<file path="src/rtl/afe_ro_udma_rx_if.sv">
// AFE readout read-side uDMA bridge: forwards AFE L2 reads to a uDMA TX channel.
// Response slots are reserved at grant time, so returning data always finds space.
module afe_ro_udma_rx_if #(
    parameter int unsigned L2_DATA_WIDTH  = 32,
    parameter int unsigned L2_AWIDTH_NOAL = 12,
    parameter int unsigned RESP_DEPTH     = 2
) (
    input  logic                      clk_i,
    input  logic                      rst_ni,
    input  logic                      test_mode_i,
    input  logic                      udma_shtdwn_i,
    input  logic                      afero_req_i,
    output logic                      afero_gnt_o,
    input  logic [L2_AWIDTH_NOAL-1:0] afero_addr_i,
    input  logic [1:0]                afero_size_i,
    output logic                      afero_rvalid_o,
    input  logic                      afero_rready_i,
    output logic [L2_DATA_WIDTH-1:0]  afero_rdata_o,
    output logic                      afero_idle_o,
    output logic                      udma_req_o,
    input  logic                      udma_gnt_i,
    output logic [L2_AWIDTH_NOAL-1:0] udma_addr_o,
    output logic [1:0]                udma_size_o,
    input  logic                      udma_valid_i,
    output logic                      udma_ready_o,
    input  logic [L2_DATA_WIDTH-1:0]  udma_data_i,
    output logic                      err_o
);

    localparam int unsigned CW = $clog2(RESP_DEPTH + 1);
    localparam int unsigned PW = (RESP_DEPTH > 1) ? $clog2(RESP_DEPTH) : 1;

    typedef enum logic [0:0] {
        ST_IDLE = 1'b0,
        ST_REQ  = 1'b1
    } state_e;

    state_e                    r_state;
    state_e                    w_state_nxt;
    logic [CW-1:0]             r_inflight;
    logic [CW-1:0]             w_inflight_nxt;
    logic [CW-1:0]             r_usage;
    logic [CW-1:0]             w_usage_nxt;
    logic [PW-1:0]             r_wptr;
    logic [PW-1:0]             r_rptr;
    logic [PW-1:0]             w_wptr_inc;
    logic [PW-1:0]             w_rptr_inc;
    logic [L2_DATA_WIDTH-1:0]  r_mem [RESP_DEPTH];
    logic [L2_AWIDTH_NOAL-1:0] r_addr;
    logic [1:0]                r_size;
    logic                      r_err;
    logic [CW:0]               w_used;
    logic                      w_credit_ok;
    logic                      w_fifo_full;
    logic                      w_fifo_empty;
    logic                      w_grant;
    logic                      w_push;
    logic                      w_pop;
    logic                      w_spurious;
    logic                      w_unused;

    // No internal clock gating is implemented, so test mode has no effect here.
    assign w_unused = test_mode_i;

    // Credits are derived only from registered occupancy terms.
    assign w_used       = {1'b0, r_inflight} + {1'b0, r_usage};
    assign w_credit_ok  = (w_used < (CW + 1)'(RESP_DEPTH));
    assign w_fifo_full  = (r_usage == CW'(RESP_DEPTH));
    assign w_fifo_empty = (r_usage == {CW{1'b0}});

    assign w_push     = udma_valid_i & ~w_fifo_full & (r_inflight != {CW{1'b0}});
    assign w_spurious = udma_valid_i & (r_inflight == {CW{1'b0}});
    assign w_pop      = ~w_fifo_empty & afero_rready_i;

    assign w_wptr_inc = (r_wptr == PW'(RESP_DEPTH - 1)) ? {PW{1'b0}} : r_wptr + PW'(1);
    assign w_rptr_inc = (r_rptr == PW'(RESP_DEPTH - 1)) ? {PW{1'b0}} : r_rptr + PW'(1);

    // Request FSM next state and AFE grant decode.
    always_comb begin
        w_state_nxt = r_state;
        w_grant     = 1'b0;
        case (r_state)
            ST_IDLE: begin
                if (afero_req_i && !udma_shtdwn_i && w_credit_ok) begin
                    w_grant     = 1'b1;
                    w_state_nxt = ST_REQ;
                end else begin
                    w_state_nxt = ST_IDLE;
                end
            end
            ST_REQ: begin
                if (udma_gnt_i) begin
                    w_state_nxt = ST_IDLE;
                end else begin
                    w_state_nxt = ST_REQ;
                end
            end
            default: w_state_nxt = ST_IDLE;
        endcase
    end

    // In-flight and FIFO occupancy counters.
    always_comb begin
        w_inflight_nxt = r_inflight;
        w_usage_nxt    = r_usage;
        case ({w_grant, w_push})
            2'b10:   w_inflight_nxt = r_inflight + CW'(1);
            2'b01:   w_inflight_nxt = r_inflight - CW'(1);
            default: w_inflight_nxt = r_inflight;
        endcase
        case ({w_push, w_pop})
            2'b10:   w_usage_nxt = r_usage + CW'(1);
            2'b01:   w_usage_nxt = r_usage - CW'(1);
            default: w_usage_nxt = r_usage;
        endcase
    end

    // State, counters, latched request and sticky error.
    always_ff @(posedge clk_i or negedge rst_ni) begin
        if (!rst_ni) begin
            r_state    <= ST_IDLE;
            r_inflight <= {CW{1'b0}};
            r_usage    <= {CW{1'b0}};
            r_wptr     <= {PW{1'b0}};
            r_rptr     <= {PW{1'b0}};
            r_addr     <= {L2_AWIDTH_NOAL{1'b0}};
            r_size     <= 2'b00;
            r_err      <= 1'b0;
        end else begin
            r_state    <= w_state_nxt;
            r_inflight <= w_inflight_nxt;
            r_usage    <= w_usage_nxt;
            if (w_push) begin
                r_wptr <= w_wptr_inc;
            end
            if (w_pop) begin
                r_rptr <= w_rptr_inc;
            end
            if (w_grant) begin
                r_addr <= afero_addr_i;
                r_size <= afero_size_i;
            end
            if (w_spurious) begin
                r_err <= 1'b1;
            end
        end
    end

    // Response storage.
    always_ff @(posedge clk_i or negedge rst_ni) begin
        if (!rst_ni) begin
            for (int unsigned i = 0; i < RESP_DEPTH; i++) begin
                r_mem[i] <= {L2_DATA_WIDTH{1'b0}};
            end
        end else if (w_push) begin
            r_mem[r_wptr] <= udma_data_i;
        end
    end

    assign afero_gnt_o    = w_grant;
    assign afero_rvalid_o = ~w_fifo_empty;
    assign afero_rdata_o  = r_mem[r_rptr];
    assign afero_idle_o   = (r_state == ST_IDLE) & (r_inflight == {CW{1'b0}}) & w_fifo_empty;
    assign udma_req_o     = (r_state == ST_REQ);
    assign udma_addr_o    = r_addr;
    assign udma_size_o    = r_size;
    assign udma_ready_o   = ~w_fifo_full;
    assign err_o          = r_err;

endmodule

</file>
<file path="config.mk">
export PLATFORM = sky130hd
export DESIGN_NAME = afe_ro_udma_rx_if
export DESIGN_NICKNAME = d
export VERILOG_FILES = /design/src/rtl/afe_ro_udma_rx_if.sv
export SDC_FILE = /design/constraint.sdc
export NUM_CORES = 1
export LEC_CHECK = 0
export ABC_AREA = 1
export CAP_MARGIN = 10
export CORE_MARGIN = 2
export CORE_UTILIZATION = 44
export CTS_CLUSTER_SIZE = 14
export DETAILED_ROUTE_END_ITERATION = 10
export GPL_TIMING_DRIVEN = 0
export HOLD_SLACK_MARGIN = 0.1
export PLACE_DENSITY = 0.76
export SYNTH_ARGS = -nofsm -noshare
export SYNTH_HDL_FRONTEND = slang
export SYNTH_SLANG_ARGS = --single-unit
export TNS_END_PERCENT = 100
</file>
<file path="constraint.sdc">
create_clock -name clk_i -period 2.2 [get_ports clk_i]
set_clock_uncertainty 0.2 [all_clocks]
set_input_delay 0.44 -clock clk_i [delete_from_list [all_inputs] [get_ports clk_i]]
set_output_delay 0.44 -clock clk_i [all_outputs]
set_load 0.1 [all_outputs]
</file>
==> run_summary.xml, run 1 <==
<?xml version="1.0" encoding="UTF-8"?>
<metrics>
  <group name="routing">
    <metric name="vias_per_cell" unit="">5.24</metric>
    <metric name="dr.pass1.iters" unit="">4</metric>
    <metric name="dr_total_vias" unit="">3864</metric>
    <metric name="wl_per_cell" unit="um">14.9</metric>
    <metric name="post-route-drc-count" unit="">0</metric>
    <metric name="routed_wirelength" unit="um">11000</metric>
    <metric name="detail-route-antenna-nets" unit="">0</metric>
    <metric name="drt_iter0_drc" unit="">163</metric>
  </group>
  <group name="synth">
    <metric name="yosysTopAreaCell" unit="">sky130_fd_sc_hd__dfrtp_1</metric>
    <metric name="avgSynthCellArea" unit="um2">8.07</metric>
    <metric name="synth-warning-count" unit="">0</metric>
    <metric name="synth_common_cells" unit="">276 x sky130_fd_sc_hd__nand2_1, 86 x sky130_fd_sc_hd__dfrtp_1, 64 x sky130_fd_sc_hd__nand4_1</metric>
    <metric name="synth-seq-area-share" unit="">0.534</metric>
    <metric name="synth-async-reset-ratio" unit="">1.00</metric>
    <metric name="synthFlopType" unit="">sky130_fd_sc_hd__dfrtp_1</metric>
    <metric name="mappedNetlistArea" unit="um2">4030</metric>
    <metric name="synth_edf_count" unit="">0</metric>
    <metric name="synth_cell_type_count" unit="">23</metric>
    <metric name="syn-instance-count" unit="">500</metric>
    <metric name="synth_top_cell_area_share" unit="">0.534</metric>
    <metric name="syn_nets" unit="">557</metric>
    <metric name="synth.most_common_cell" unit="">sky130_fd_sc_hd__nand2_1</metric>
    <metric name="synth.ff_latch_count" unit="">86</metric>
    <metric name="synth.area.top_cells" unit="">sky130_fd_sc_hd__dfrtp_1 53%, sky130_fd_sc_hd__nand2_1 26%, sky130_fd_sc_hd__nand4_1 9.9%</metric>
  </group>
  <group name="setup_path">
    <metric name="reg2reg_slack" unit="ns">-0.13</metric>
    <metric name="worstPathMaxFanout" unit="">2</metric>
    <metric name="timing.rr.start" unit="">r_inflight[0]</metric>
    <metric name="critical_path.reg2reg.endpoint" unit="">r_inflight[1]</metric>
    <metric name="worstSetupEndpoint" unit="">afero_gnt_o</metric>
    <metric name="worst_ep_required_time" unit="ns">1.56</metric>
    <metric name="timing.reg2reg.worst_path_depth" unit="">11</metric>
    <metric name="worstSetupStartpointType" unit="">register</metric>
    <metric name="timing.critical_path.cells" unit="">nand2_2 -&gt; inv_2 -&gt; fa_1 -&gt; nor2_2 -&gt; nand3_2 -&gt; inv_4 -&gt; buf_12</metric>
    <metric name="worstSetupEndpointType" unit="">output port</metric>
    <metric name="criticalPathCategory" unit="">reg -&gt; out</metric>
    <metric name="critical_path.startpoint" unit="">r_inflight[0]</metric>
    <metric name="crit_slowest_cell" unit="">sky130_fd_sc_hd__fa_1</metric>
    <metric name="timing.critical_path.slowest_cell_delay" unit="ns">0.45</metric>
    <metric name="cp.arrival" unit="ns">1.84</metric>
  </group>
  <group name="global_route">
    <metric name="grt_antenna_before_repair" unit="">0</metric>
    <metric name="gr-total-overflow" unit="">0</metric>
    <metric name="grt_max_degree" unit="">52</metric>
    <metric name="first_global_vias" unit="">3897</metric>
    <metric name="grt_pass1_wl" unit="um">18500</metric>
    <metric name="grt.total_usage" unit="">0.236</metric>
  </group>
  <group name="final_layout">
    <metric name="antenna_diode_count" unit="">0</metric>
    <metric name="syn_to_final_growth" unit="%">43.0</metric>
    <metric name="drive_gt1_frac" unit="">0.245</metric>
    <metric name="nNetsFinal" unit="">681</metric>
    <metric name="final.fill_count" unit="">733</metric>
  </group>
  <group name="timing">
    <metric name="slew_violations" unit="">0</metric>
    <metric name="grt_setup_unrepaired" unit="">yes</metric>
    <metric name="worst_slack" unit="ns">-0.276</metric>
    <metric name="final_hold_violation_count" unit="">0</metric>
    <metric name="final.hold.worst_slack" unit="ns">0.263</metric>
    <metric name="timing.slew.headroom" unit="">0.628</metric>
    <metric name="tightest_slew" unit="ns">0.560</metric>
    <metric name="timing.fmax" unit="MHz">404</metric>
    <metric name="setup_viol_count_final" unit="">2</metric>
    <metric name="final_min_period_over_clock_period" unit="">1.13</metric>
    <metric name="finalWorstPathRequiredPeriod" unit="ns">2.48</metric>
  </group>
  <group name="job">
    <metric name="timing.max_cap.violations" unit="">0</metric>
  </group>
  <group name="floorplan">
    <metric name="die_area" unit="um2">9950</metric>
    <metric name="core" unit="um2">8810</metric>
    <metric name="placementRows" unit="">34</metric>
    <metric name="die_w" unit="um">99.7</metric>
    <metric name="start_util" unit="">0.458</metric>
    <metric name="top_level_ports" unit="">106</metric>
    <metric name="floorplan.die.height" unit="um">99.7</metric>
  </group>
  <group name="clock_tree">
    <metric name="clock_tree_from_tritoncts" unit="">built</metric>
    <metric name="cts_buffers" unit="">9</metric>
    <metric name="clock_sink_count" unit="">86</metric>
    <metric name="clock_tree_root_driver_cell" unit="">sky130_fd_sc_hd__clkbuf_8</metric>
    <metric name="cts.clk_slew.worst_paths" unit="ns">0.08</metric>
    <metric name="cts_max_level" unit="">3</metric>
    <metric name="clk_path_buf_depth" unit="">2</metric>
    <metric name="clk-insertion-delay-late" unit="ns">0.36</metric>
  </group>
  <group name="run_status">
    <metric name="status" unit="">finished, violations left</metric>
    <metric name="violations_in_the_final_reports" unit="">setup timing</metric>
  </group>
  <group name="hold_path">
    <metric name="hold_path.startpoint" unit="">err_o</metric>
    <metric name="holdCritPathClass" unit="">reg -&gt; reg</metric>
  </group>
  <group name="placed_design">
    <metric name="final_wtd_congestion" unit="">0.799</metric>
    <metric name="dpl.hpwl" unit="um">7600</metric>
    <metric name="placement.io_buffers" unit="">104</metric>
  </group>
</metrics>
-- area by class of cell --
cell class	instances	area [um2]	area share
Clock buffer	12	145	0.0252
Sequential cell	86	2160	0.374
Clock inverter	4	70.1	0.0122
Timing Repair Buffer	116	1210	0.210
Tap cell	108	135	0.0234
Inverter	17	73.8	0.0128
Buffer	33	236	0.0410
Multi-Input combinational cell	361	1740	0.302
-- how the worst min path moves through the flow --
stage | end | slack (ns) | cells after the start
final | err_o | 0.26 | 1
after global routing | r_mem[33] | 0.30 | 2
after CTS | err_o | 0.27 | 1
after detailed placement | r_mem[38] | 0.24 | 1
after global placement | err_o | 0.24 | 1
after floorplan | err_o | -0.06 | 0
-- kinds of logic (layout without fill, tap and decap cells) --
family,count (synthesis),in the layout,share of synthesized area
AO/OA/AOI/OAI,2,2,0.00310
XOR/XNOR,5,5,0.0109
adder cells (fa/ha/maj),3,3,0.0112
buffers and inverters,53,182,0.0658
flip-flops,86,86,0.534
AND/OR/NAND/NOR,351,351,0.375
-- metrics by stage --
step           setup TNS (ns)  setup slack (ns)  std cells  utilization  cell area [um2]
3_5_place_dp           -33.07             -1.25        713        0.611             5380
2_1_floorplan          -0.257            -0.257        500            -             4180
5_1_grt                -0.659            -0.365        737        0.655             5770
4_1_cts                -0.749            -0.377        733        0.652             5740
6_report               -0.408            -0.276        737        0.655             5770
3_3_place_gp          -261.82             -2.99        712        0.608             5360
-- state kept, by name, summed over array words and instances, names as in the netlist --
name / count
err_o: 1
r_inflight: 2
r_mem: 64
r_rptr: 1
r_usage: 2
r_wptr: 1
udma_addr_o: 12
udma_req_o: 1
udma_size_o: 2
-- per-layer routing --
| layer | global-route usage | share of wire | up-vias |
|---|---|---|---|
| met5 | 0 | 0 | - |
| met2 | 0.370 | 0.46 | 151 |
| li1 | - | - | 1853 |
| met4 | 0.0948 | 0.028 | 0 |
| met1 | 0.310 | 0.43 | 1833 |
| met3 | 0.0675 | 0.081 | 27 |
-- repair_timing --
| action | 4_1_cts | 5_1_grt |
|---|---|---|
| pin swaps | 5 | 4 |
| resized for setup | 319 | 16 |
| endpoints found under the setup margin | 54 | 42 |
| hold buffers | 1 | 0 |
| buffers inserted | 5 | 5 |
| endpoints found under the hold margin | 35 | 0 |
-- placed cells by master, fill, tap and decap left out, drive strengths merged, types with 2 or more instances in the layout --
| master | n |
|---|---|
| buf | 67 |
| bufinv | 2 |
| clkbuf | 32 |
| clkdlybuf4s15 | 10 |
| clkdlybuf4s50 | 51 |
| clkinv | 3 |
| dfrtp | 86 |
| ha | 2 |
| inv | 16 |
| nand2 | 277 |
| nand3 | 5 |
| nand4 | 64 |
| nor2 | 4 |
| xnor2 | 2 |
| xor2 | 3 |
-- worst max-delay path: cells and delay by family, from the launching register on --
kind	cells	cell delay [ns]
fa+ha+maj	1	0.45
flops	1	0.41
simple gates	3	0.31
buf+inv	3	0.29
Power of run 1 is left out: the tool's default activity adds up to more than one toggle a clock period on the data nets, which glitch-free logic cannot reach.
==> inputs of run 2 (changes only) <==
- CAP_MARGIN: 10 -> 30
- CORE_MARGIN: 2 -> default
==> run 2 against run 1 <==
Compared with the run above: the run ends with DRC, setup timing left; die area is 4.0% lower; critical path depth stayed put; non-clock buffer count is 2 lower; routed wire length is 0.54% lower; via count is 0.49% lower; maximum frequency is 0.17% lower; register-to-register slack hardly changed; first-iteration DRC count is 47% higher; flip-flop and latch count stayed put.
==> run_summary.xml, run 2 (synthesized netlist as in run 1, its figures left out) <==
<?xml version="1.0" encoding="UTF-8"?>
<metrics>
  <group name="global_route">
    <metric name="first_global_vias" unit="">3871</metric>
    <metric name="grt_pass1_wl" unit="um">18500</metric>
    <metric name="gr-total-overflow" unit="">0</metric>
    <metric name="grt.total_usage" unit="">0.243</metric>
    <metric name="grt_max_degree" unit="">55</metric>
    <metric name="grt_antenna_before_repair" unit="">0</metric>
  </group>
  <group name="hold_path">
    <metric name="hold_path_depth" unit="">1</metric>
    <metric name="holdCritPathClass" unit="">reg -&gt; reg</metric>
  </group>
  <group name="clock_tree">
    <metric name="clk-insertion-delay-late" unit="ns">0.35</metric>
    <metric name="cts.clk_slew.worst_paths" unit="ns">0.09</metric>
    <metric name="clk_path_buf_depth" unit="">2</metric>
    <metric name="cts_max_level" unit="">3</metric>
    <metric name="clock_sink_count" unit="">86</metric>
    <metric name="clock_tree_from_tritoncts" unit="">built</metric>
    <metric name="cts_buffers" unit="">9</metric>
    <metric name="clock_tree_root_driver_cell" unit="">sky130_fd_sc_hd__clkbuf_8</metric>
  </group>
  <group name="routing">
    <metric name="dr.pass1.iters" unit="">8</metric>
    <metric name="wl_per_cell" unit="um">14.9</metric>
    <metric name="dr_total_vias" unit="">3845</metric>
    <metric name="post-route-drc-count" unit="">16</metric>
    <metric name="detail-route-antenna-nets" unit="">0</metric>
    <metric name="drt_iter0_drc" unit="">239</metric>
    <metric name="routed_wirelength" unit="um">10900</metric>
    <metric name="vias_per_cell" unit="">5.23</metric>
  </group>
  <group name="setup_path">
    <metric name="worstPathBufferInverterCount" unit="">3</metric>
    <metric name="timing.reg2reg.worst_path_depth" unit="">11</metric>
    <metric name="critical_path_depth" unit="">7</metric>
    <metric name="crit_slowest_cell" unit="">sky130_fd_sc_hd__fa_1</metric>
    <metric name="worst_ep_required_time" unit="ns">1.56</metric>
    <metric name="worstSetupEndpointType" unit="">output port</metric>
    <metric name="timing.critical_path.max_delay_family" unit="">adder cells</metric>
    <metric name="criticalPathCategory" unit="">reg -&gt; out</metric>
    <metric name="cp.arrival" unit="ns">1.84</metric>
    <metric name="worstPathMaxFanout" unit="">2</metric>
    <metric name="timing.critical_path.slowest_cell_delay" unit="ns">0.45</metric>
    <metric name="worstSetupStartpointType" unit="">register</metric>
    <metric name="timing.critical_path.cells" unit="">nand2_1 -&gt; inv_1 -&gt; fa_1 -&gt; nor2_2 -&gt; nand3_2 -&gt; inv_4 -&gt; buf_12</metric>
  </group>
  <group name="timing">
    <metric name="slew_violations" unit="">0</metric>
    <metric name="setup_viol_count_final" unit="">2</metric>
    <metric name="finalWorstPathRequiredPeriod" unit="ns">2.48</metric>
    <metric name="timing.slew.headroom" unit="">0.629</metric>
    <metric name="timing.fmax" unit="MHz">403</metric>
    <metric name="final_min_period_over_clock_period" unit="">1.13</metric>
    <metric name="worst_slack" unit="ns">-0.280</metric>
    <metric name="tightest_slew" unit="ns">0.559</metric>
    <metric name="final_hold_violation_count" unit="">0</metric>
    <metric name="grt_setup_unrepaired" unit="">yes</metric>
  </group>
  <group name="floorplan">
    <metric name="core" unit="um2">8810</metric>
    <metric name="placementRows" unit="">34</metric>
    <metric name="floorplan.die.height" unit="um">97.7</metric>
    <metric name="start_util" unit="">0.458</metric>
    <metric name="top_level_ports" unit="">106</metric>
    <metric name="die_w" unit="um">97.7</metric>
    <metric name="die_area" unit="um2">9550</metric>
  </group>
  <group name="final_layout">
    <metric name="drive_gt1_frac" unit="">0.244</metric>
    <metric name="largest_register_ff_count" unit="">64</metric>
    <metric name="syn_to_final_growth" unit="%">41.9</metric>
    <metric name="nNetsFinal" unit="">679</metric>
    <metric name="layout_commonest_cell" unit="">sky130_fd_sc_hd__nand2_1</metric>
    <metric name="postLayoutCoreUtil" unit="">0.650</metric>
    <metric name="top_register" unit="">r_mem</metric>
    <metric name="layout.cells.most_common_list" unit="">245 x sky130_fd_sc_hd__nand2_1, 82 x sky130_fd_sc_hd__dfrtp_1, 64 x sky130_fd_sc_hd__nand4_1</metric>
    <metric name="antenna_diode_count" unit="">0</metric>
    <metric name="final.fill_count" unit="">761</metric>
  </group>
  <group name="placed_design">
    <metric name="placement.io_buffers" unit="">104</metric>
    <metric name="dpl.hpwl" unit="um">7530</metric>
    <metric name="final_wtd_congestion" unit="">0.777</metric>
  </group>
  <group name="job">
    <metric name="timing.max_cap.violations" unit="">0</metric>
  </group>
  <group name="run_status">
    <metric name="status" unit="">finished, violations left</metric>
    <metric name="violations_in_the_final_reports" unit="">DRC, setup timing</metric>
  </group>
</metrics>
==> run 2: per-layer routing <==
layer,share of wire,vias up,global-route usage
li1,-,1842,-
met1,0.42,1822,0.322
met2,0.48,164,0.392
met3,0.080,17,0.0551
met4,0.020,0,0.0921
met5,0,-,0
==> run 2: per-stage QoR <==
step	setup TNS (ns)	hold slack, ns	cells	cell area, um2	worst slack, ns
finish	-0.412	0.268	735	5720	-0.280
global route	-0.825	0.288	735	5720	-0.381
CTS	-0.735	0.270	733	5690	-0.367
detailed placement	-32.47	0.221	713	5380	-1.21
global placement	-257.89	0.243	712	5360	-2.95
floorplan	-0.257	-0.0556	500	4180	-0.257
==> run 2: final timing paths <==
| check | start | endpoint | slack [ns] |
|---|---|---|---|
| worst max-delay path | r_inflight[0] | afero_gnt_o | -0.28 |
| worst min-delay path | err_o | err_o | 0.27 |
| worst max register to register | r_inflight[0] | r_inflight[1] | -0.13 |
| worst min register to register | err_o | err_o | 0.27 |
| max in group asynchronous | rst_ni | udma_req_o | 0.80 |
| min in group asynchronous | rst_ni | r_mem[37] | 0.37 |
==> run 2: worst reg2reg max path: stages, from the launching register on <==
cell and delay (ns):
sky130_fd_sc_hd__dfrtp_2 0.42, sky130_fd_sc_hd__nand2_1 0.06, sky130_fd_sc_hd__inv_1 0.04, sky130_fd_sc_hd__fa_1 0.45, sky130_fd_sc_hd__nor2_2 0.12, sky130_fd_sc_hd__nand3_2 0.12, sky130_fd_sc_hd__buf_4 0.16, sky130_fd_sc_hd__buf_6 0.14
sky130_fd_sc_hd__ha_4 0.23, sky130_fd_sc_hd__inv_1 0.05, sky130_fd_sc_hd__nand3_1 0.08, sky130_fd_sc_hd__xor2_1 0.16
==> run 2: layout make-up <==
class,instances,area (um2),share of cell area
inverters,17,70.1,0.0122
flip-flops and latches,86,2160,0.377
clock buffers,10,138,0.0240
clock inverters,6,45.0,0.00787
multi-input cells,361,1740,0.305
repair buffers,114,1210,0.212
well taps,108,135,0.0236
plain buffers,33,224,0.0391
==> run 2: timing repair <==
action / CTS / global route
gates resized for setup: 305 / 34
cloned: 0 / 0
buffers inserted: 5 / 4
endpoints found under the setup margin: 54 / 43
hold buffers: 1 / 0
hold endpoints to repair: 32 / 0
pin swaps: 4 / 4
Power of run 2 is left out for the same reason.
